### config.mk
export PLATFORM = sky130hd
export DESIGN_NAME = online_digit_serializer
export DESIGN_NICKNAME = d
export VERILOG_FILES = /design/src/rtl/online_digit_serializer_pkg.sv /design/src/rtl/online_digit_accum.sv /design/src/rtl/online_digit_serializer.sv
export SDC_FILE = /design/constraint.sdc
export NUM_CORES = 1
export LEC_CHECK = 0
export ABC_CLOCK_PERIOD_IN_PS = 3650
export CORE_UTILIZATION = 53
export DETAILED_ROUTE_END_ITERATION = 8
export HOLD_SLACK_MARGIN = 0.05
export PLACE_DENSITY = 0.83
export SLEW_MARGIN = 5
export SYNTH_ARGS = -nofsm -noshare
export SYNTH_HDL_FRONTEND = slang
export SYNTH_SLANG_ARGS = --single-unit
### constraint.sdc
create_clock -name clk -period 3.65 [get_ports clk]
set_clock_uncertainty 0.2 [all_clocks]
set_input_delay 0.365 -clock clk [delete_from_list [all_inputs] [get_ports clk]]
set_output_delay 0.365 -clock clk [all_outputs]
set_load 0.03 [all_outputs]
### src/rtl/online_digit_serializer_pkg.sv
`default_nettype none
// ============================================================================
//  Module   : online_digit_serializer_pkg
//  Purpose  : Shared defaults, width helpers, FSM state type and the
//             illegal-digit pattern for the online digit serializer.
//  Revision : 1.0  initial release
// ============================================================================
package online_digit_serializer_pkg;

  localparam int NO_OF_DIGITS_DEF = 8;
  localparam int RADIX_BITS_DEF   = 3;

  // Width of one packed word of signed digits
  function automatic int num_bits_f(input int n, input int rb);
    return n * rb;
  endfunction

  // Width of the exact signed value of an n-digit word (|v| <= R^n - 1)
  function automatic int val_w_f(input int n, input int rb);
    return n * (rb - 1) + 1;
  endfunction

  // The only pattern outside the symmetric set: 1 followed by zeros (-R)
  function automatic logic [31:0] illegal_digit_f(input int rb);
    return 32'd1 << (rb - 1);
  endfunction

  typedef enum logic [0:0] {
    ST_IDLE   = 1'b0,
    ST_STREAM = 1'b1
  } state_e;

endpackage
`default_nettype wire

### src/rtl/online_digit_accum.sv
`default_nettype none
// ============================================================================
//  Module   : online_digit_accum
//  Purpose  : MSD-first value accumulator (acc*R + digit) with sticky
//             illegal-digit detection.
//  Revision : 1.0  initial release
// ============================================================================
module online_digit_accum
  import online_digit_serializer_pkg::*;
#(
  parameter int no_of_digits = NO_OF_DIGITS_DEF,
  parameter int radix_bits   = RADIX_BITS_DEF,
  localparam int VAL_W       = val_w_f(no_of_digits, radix_bits)
) (
  input  logic                    clk,
  input  logic                    reset,
  input  logic                    clr_i,
  input  logic                    xfer_i,
  input  logic [radix_bits-1:0]   dig_i,
  output logic signed [VAL_W-1:0] acc_next_o,
  output logic                    err_o
);

  localparam logic [31:0] ILL_PAT = illegal_digit_f(radix_bits);

  logic signed [VAL_W-1:0] acc_q, acc_d;
  logic signed [VAL_W-1:0] w_dig_ext;
  logic                    w_illegal;
  logic                    err_q, err_d;

  // Next value: shift by log2(R) then add the sign-extended digit
  always_comb begin
    w_dig_ext  = VAL_W'(signed'(dig_i));
    acc_next_o = (acc_q <<< (radix_bits - 1)) + w_dig_ext;
    w_illegal  = (dig_i == ILL_PAT[radix_bits-1:0]);
    acc_d      = acc_q;
    if (clr_i) begin
      acc_d = '0;
    end else if (xfer_i) begin
      acc_d = acc_next_o;
    end
    err_d = err_q | (xfer_i & w_illegal);
  end

  // Accumulator and sticky error flag
  always_ff @(posedge clk or posedge reset) begin
    if (reset) begin
      acc_q <= '0;
      err_q <= 1'b0;
    end else begin
      acc_q <= acc_d;
      err_q <= err_d;
    end
  end

  assign err_o = err_q;

endmodule
`default_nettype wire

### src/rtl/online_digit_serializer.sv
`default_nettype none
// ============================================================================
//  Module   : online_digit_serializer
//  Purpose  : Captures a word of signed redundant digits and streams it
//             MSD-first with a valid/ready handshake, tracking its exact value.
//  Revision : 1.0  initial release
// ============================================================================
module online_digit_serializer
  import online_digit_serializer_pkg::*;
#(
  parameter int no_of_digits = NO_OF_DIGITS_DEF,
  parameter int radix_bits   = RADIX_BITS_DEF,
  localparam int NUM_BITS    = num_bits_f(no_of_digits, radix_bits),
  localparam int VAL_W       = val_w_f(no_of_digits, radix_bits)
) (
  input  logic                    clk,
  input  logic                    reset,
  input  logic [NUM_BITS-1:0]     in_word,
  input  logic                    in_valid,
  output logic                    in_ready,
  output logic [radix_bits-1:0]   dig_out,
  output logic                    dig_valid,
  input  logic                    dig_ready,
  output logic                    dig_first,
  output logic                    dig_last,
  output logic signed [VAL_W-1:0] ref_value,
  output logic                    ref_valid,
  output logic                    dig_err
);

  localparam int CNT_W = (no_of_digits > 1) ? $clog2(no_of_digits) : 1;
  localparam logic [CNT_W-1:0] CNT_LAST = CNT_W'(no_of_digits - 1);

  state_e                  state_q, state_d;
  logic [NUM_BITS-1:0]     sreg_q, sreg_d;
  logic [CNT_W-1:0]        cnt_q, cnt_d;
  logic                    rdy_q, rdy_d;
  logic signed [VAL_W-1:0] ref_value_q, ref_value_d;
  logic                    ref_valid_q, ref_valid_d;

  logic                    w_stream;
  logic                    w_cap;
  logic                    w_xfer;
  logic                    w_last;
  logic signed [VAL_W-1:0] w_acc_next;

  assign w_stream = (state_q == ST_STREAM);
  assign w_cap    = (state_q == ST_IDLE) && in_valid && rdy_q;
  assign w_xfer   = w_stream && dig_ready;
  assign w_last   = w_stream && (cnt_q == CNT_LAST);

  // Next-state: capture in IDLE, shift/count per transfer, return after LSD
  always_comb begin
    state_d     = state_q;
    sreg_d      = sreg_q;
    cnt_d       = cnt_q;
    ref_value_d = ref_value_q;
    ref_valid_d = 1'b0;
    case (state_q)
      ST_IDLE: begin
        if (w_cap) begin
          sreg_d  = in_word;
          cnt_d   = '0;
          state_d = ST_STREAM;
        end
      end
      ST_STREAM: begin
        if (dig_ready) begin
          sreg_d = sreg_q << radix_bits;
          cnt_d  = cnt_q + CNT_W'(1);
          if (w_last) begin
            cnt_d       = '0;
            state_d     = ST_IDLE;
            ref_value_d = w_acc_next;
            ref_valid_d = 1'b1;
          end
        end
      end
      default: state_d = ST_IDLE;
    endcase
    // Ready is a registered copy of "next state is IDLE" so it stays low in reset
    rdy_d = (state_d == ST_IDLE);
  end

  // State, shift register, counter and reference outputs
  always_ff @(posedge clk or posedge reset) begin
    if (reset) begin
      state_q     <= ST_IDLE;
      sreg_q      <= '0;
      cnt_q       <= '0;
      rdy_q       <= 1'b0;
      ref_value_q <= '0;
      ref_valid_q <= 1'b0;
    end else begin
      state_q     <= state_d;
      sreg_q      <= sreg_d;
      cnt_q       <= cnt_d;
      rdy_q       <= rdy_d;
      ref_value_q <= ref_value_d;
      ref_valid_q <= ref_valid_d;
    end
  end

  online_digit_accum #(
    .no_of_digits (no_of_digits),
    .radix_bits   (radix_bits)
  ) u_accum (
    .clk        (clk),
    .reset      (reset),
    .clr_i      (w_cap),
    .xfer_i     (w_xfer),
    .dig_i      (dig_out),
    .acc_next_o (w_acc_next),
    .err_o      (dig_err)
  );

  assign in_ready  = rdy_q;
  assign dig_out   = sreg_q[NUM_BITS-1 -: radix_bits];
  assign dig_valid = w_stream;
  assign dig_first = w_stream && (cnt_q == '0);
  assign dig_last  = w_last;
  assign ref_value = ref_value_q;
  assign ref_valid = ref_valid_q;

endmodule
`default_nettype wire

==> impl_metrics.yaml <==
synth:
  synth.mux.area_fraction_pct: 7.88
  synth_area_in_compound_gates_pct: 18.5
  synthArstFlopShare_pct: 100
  yosys-top-cells-area: "sky130_fd_sc_hd__dfrtp_1 (49%), sky130_fd_sc_hd__ha_1 (6.6%), sky130_fd_sc_hd__mux2i_1 (6.5%), sky130_fd_sc_hd__nand2_1 (6.1%), sky130_fd_sc_hd__o21ai_0 (4.8%)"
  synth_simple_gate_area_share_pct: 10.9
  post_synthesis_share_of_cell_area_spent_on_full_adders_half_adders_and_majority_gates_pct: 7.18
  synth_flop_cell: "sky130_fd_sc_hd__dfrtp_1"
  synth.top_cells.by_count: "sky130_fd_sc_hd__dfrtp_1 (63), sky130_fd_sc_hd__nand2_1 (53), sky130_fd_sc_hd__o21ai_0 (31)"
  synth_xor_xnor_area_share_pct: 3.51
  synth_largest_area_cell: "sky130_fd_sc_hd__dfrtp_1"
  synth.most_common_cell: "sky130_fd_sc_hd__dfrtp_1"
  syn_nets: 368
  number_of_warning_messages_in_the_yosys_log: 0
  post_synth.cell_area_avg_um2: 10.1
  synth_edf_count: 0
  synth_top_family_by_area: "compound AO/OA/AOI/OAI gates"
  ys_types: 43
  netlist.area_leader.share_pct: 48.6
  syn-instance-count: 322
  synth-seq-cells: 63
  ys_seq_area_share_pct: 48.6
  mappedNetlistArea_um2: 3240
clock_tree:
  numClockSinks: 63
  post_cts.repair.setup_buffers: 0
  numCtsBuffers: 9
  holdBufCountCts: 0
  cts.clk_slew.worst_paths_ns: 0.07
  htreeDepth: 3
  cts_tree: "yes"
  clock_latency_ns: 0.34
  clk_root_buffer_cell: "sky130_fd_sc_hd__clkbuf_8"
  post_cts_resized: 0
  clock_path_buffers: 2
status:
  status: "finished clean"
routing:
  drtAntennaViolNets: 0
  detailedRoute.firstPassIterationCount: 4
  dr_total_vias: 2514
  routed_via_density: 5.53
  drt-wirelength-per-cell_um: 14.4
  first_iter_violations: 139
  wirelength_um: 6550
  drt_drc_violations_left: 0
grt:
  grt-ovfl-total: 0
  grt_pass1_wl_um: 11000
  global_route.usage.total_pct: 22.5
  grt_pass1_vias: 2495
  initial_antenna_violation_count: 0
  grt_max_degree: 44
floorplan:
  ioPinCount: 54
  die_h_um: 80.2
  initial_core_util_pct: 54.7
  die_area_um2: 6430
  die_w_um: 80.2
  placeableCoreArea_um2: 5920
  core.rowCount: 28
final_layout:
  layout.nets: 421
  antennaDiodeCount: 0
  stdcell_area_um2: 4050
  fraction_of_final_layout_cells_sized_beyond_drive_strength_1_pct: 9.21
  final_core_density_pct: 68.4
  area_growth_from_synthesis_to_layout_pct: 24.9
timing:
  fmax_mhz: 371
  final.min_clock_period_ns: 2.69
  worst_slew_pin_slew_ns: 0.785
  whs_ns: 0.151
  rsz0062_at_grt: "false"
  timing.final.max_slew_violations: 0
  setup-tns-final_ns: 0
  final-setup-viol-count: 0
  timing.slew.headroom_pct: 47.7
  timing.final.crit_share_pct: 73.8
  finalHoldViolCount: 0
placed_design:
  detailedPlacementHpwl_um: 4630
  detailed_place.area_um2: 3830
  number_of_port_buffers: 53
  routabilityCongestion: 0.838
power_and_ir_drop:
  finalPower_uw: 3990
  ir_worst_vdd_uv: 639
  pwr_density_cell_nw_per_um2: 986
  power.static_leakage_uw: 0.00192
critical_path:
  reg2reg_slack_ns: 1.01
  end_kind: "output pin"
  critPathMaxFanout: 24
  timing.critical_path.required_ns: 3.08
  path_cells: "nand2_1 > nor2_1 > clkdlybuf4s50_1"
  critical_path.reg2reg.endpoint: "u_accum.acc_q[14]$_DFFE_PP0P_"
  rr_startpoint: "sreg_q[23]$_DFFE_PP0P_"
  setup.worst_path.class: "reg -> out"
  cp_data_arrival_time_ns: 2.13
  critPathSlowestCell: "sky130_fd_sc_hd__dfrtp_1"
  ff2ff_path_depth: 9
  setup.worst_path.start_class: "flip-flop"
  slowest_cell_delay_on_critical_path_ns: 0.85
flow_run:
  max_cap_viol_count: 0
hold_path:
  worst_hold_path_type: "in -> async"
## through the flow
step                      instances  setup slack [ns]
after detailed placement        439              1.02
final                           455             0.956
after global routing            455             0.764
after floorplan                 322              1.10
after global placement          439              1.07
after CTS                       455             0.956
## final cells by class
cell class,count,area [µm²]
sequential,63,1580
timing repair buffer,58,568
multi-input combinational,235,1560
clock inverter,7,97.6
tap,75,93.8
inverter,8,30.0
clock buffer,9,124
fill,444,1870
## worst max-delay path, delay by kind of cell (launching register included)
kind / cells / cell delay [ns]
flip-flops: 1 / 0.85
AND/OR/NAND/NOR: 2 / 0.24
buffers and inverters: 1 / 0.69
## placed cells by master, fill, tap and decap left out, drive strengths merged
master         instances
a211o                  1
a211oi                 4
a21o                   4
a21oi                 13
a22o                   4
a31o                   1
a31oi                  5
a32o                   1
and2                   2
buf                    5
bufinv                 2
clkbuf                 9
clkdlybuf4s50         53
clkinv                 3
clkinvlp               2
dfrtp                 63
fa                     1
ha                    17
inv                    8
mux2                   4
mux2i                 21
nand2                 54
nand2b                 3
nand3                  1
nand3b                 1
nand4                  1
nor2                  14
nor2b                  1
nor3                   2
o211ai                 1
o21a                   3
o21ai                 51
o21bai                 5
o22ai                  3
o31ai                  2
or2                    1
or3                    1
xnor2                  4
xor2                   9
## worst max-delay path by stage
stage	from	endpoint	slack, ns	depth (start not counted)
after global placement	sreg_q[23]$_DFFE_PP0P_	u_accum.acc_q[14]$_DFFE_PP0P_	1.07	9
after global routing	sreg_q[23]$_DFFE_PP0P_	u_accum.acc_q[14]$_DFFE_PP0P_	0.76	9
after detailed placement	sreg_q[23]$_DFFE_PP0P_	u_accum.acc_q[14]$_DFFE_PP0P_	1.02	9
final	dig_valid$_DFF_PP0_	dig_first	0.96	3
after floorplan	sreg_q[23]$_DFFE_PP0P_	ref_value[14]$_DFFE_PP0P_	1.10	8
after CTS	dig_valid$_DFF_PP0_	dig_first	0.96	3
## report_power, final
group / leakage (µW) / switching (µW) / internal (µW)
sequential: 0.000805 / 217 / 1010
combinational: 0.00101 / 1220 / 889
clock: 0.000105 / 278 / 385
total: 0.00192 / 1710 / 2280
## registers in the layout (all words and copies together) (netlist names)
name,flops
cnt_q,3
dig_valid,1
u_accum.acc_q,15
u_accum.err_o,1
ref_valid,1
sreg_q,24
in_ready,1
ref_value,17
## logic make-up after synthesis
kind of cell    count (synthesis)
xor+xnor                       13
fa+ha+maj                      18
compound gates                 98
buf+inv                        24
simple gates                   81
flops                          63
mux                            25
## routing by layer
layer	vias to the layer above	GRT usage (%)	share of wire, %	wire (µm)
li1	1237	-	-	-
met1	1211	27.7	45	2960
met2	57	36.9	50	3250
met3	9	6.36	4.0	261
met4	0	9.46	1.2	76
met5	-	0	0	0
Power figures use the tool's default switching activity.
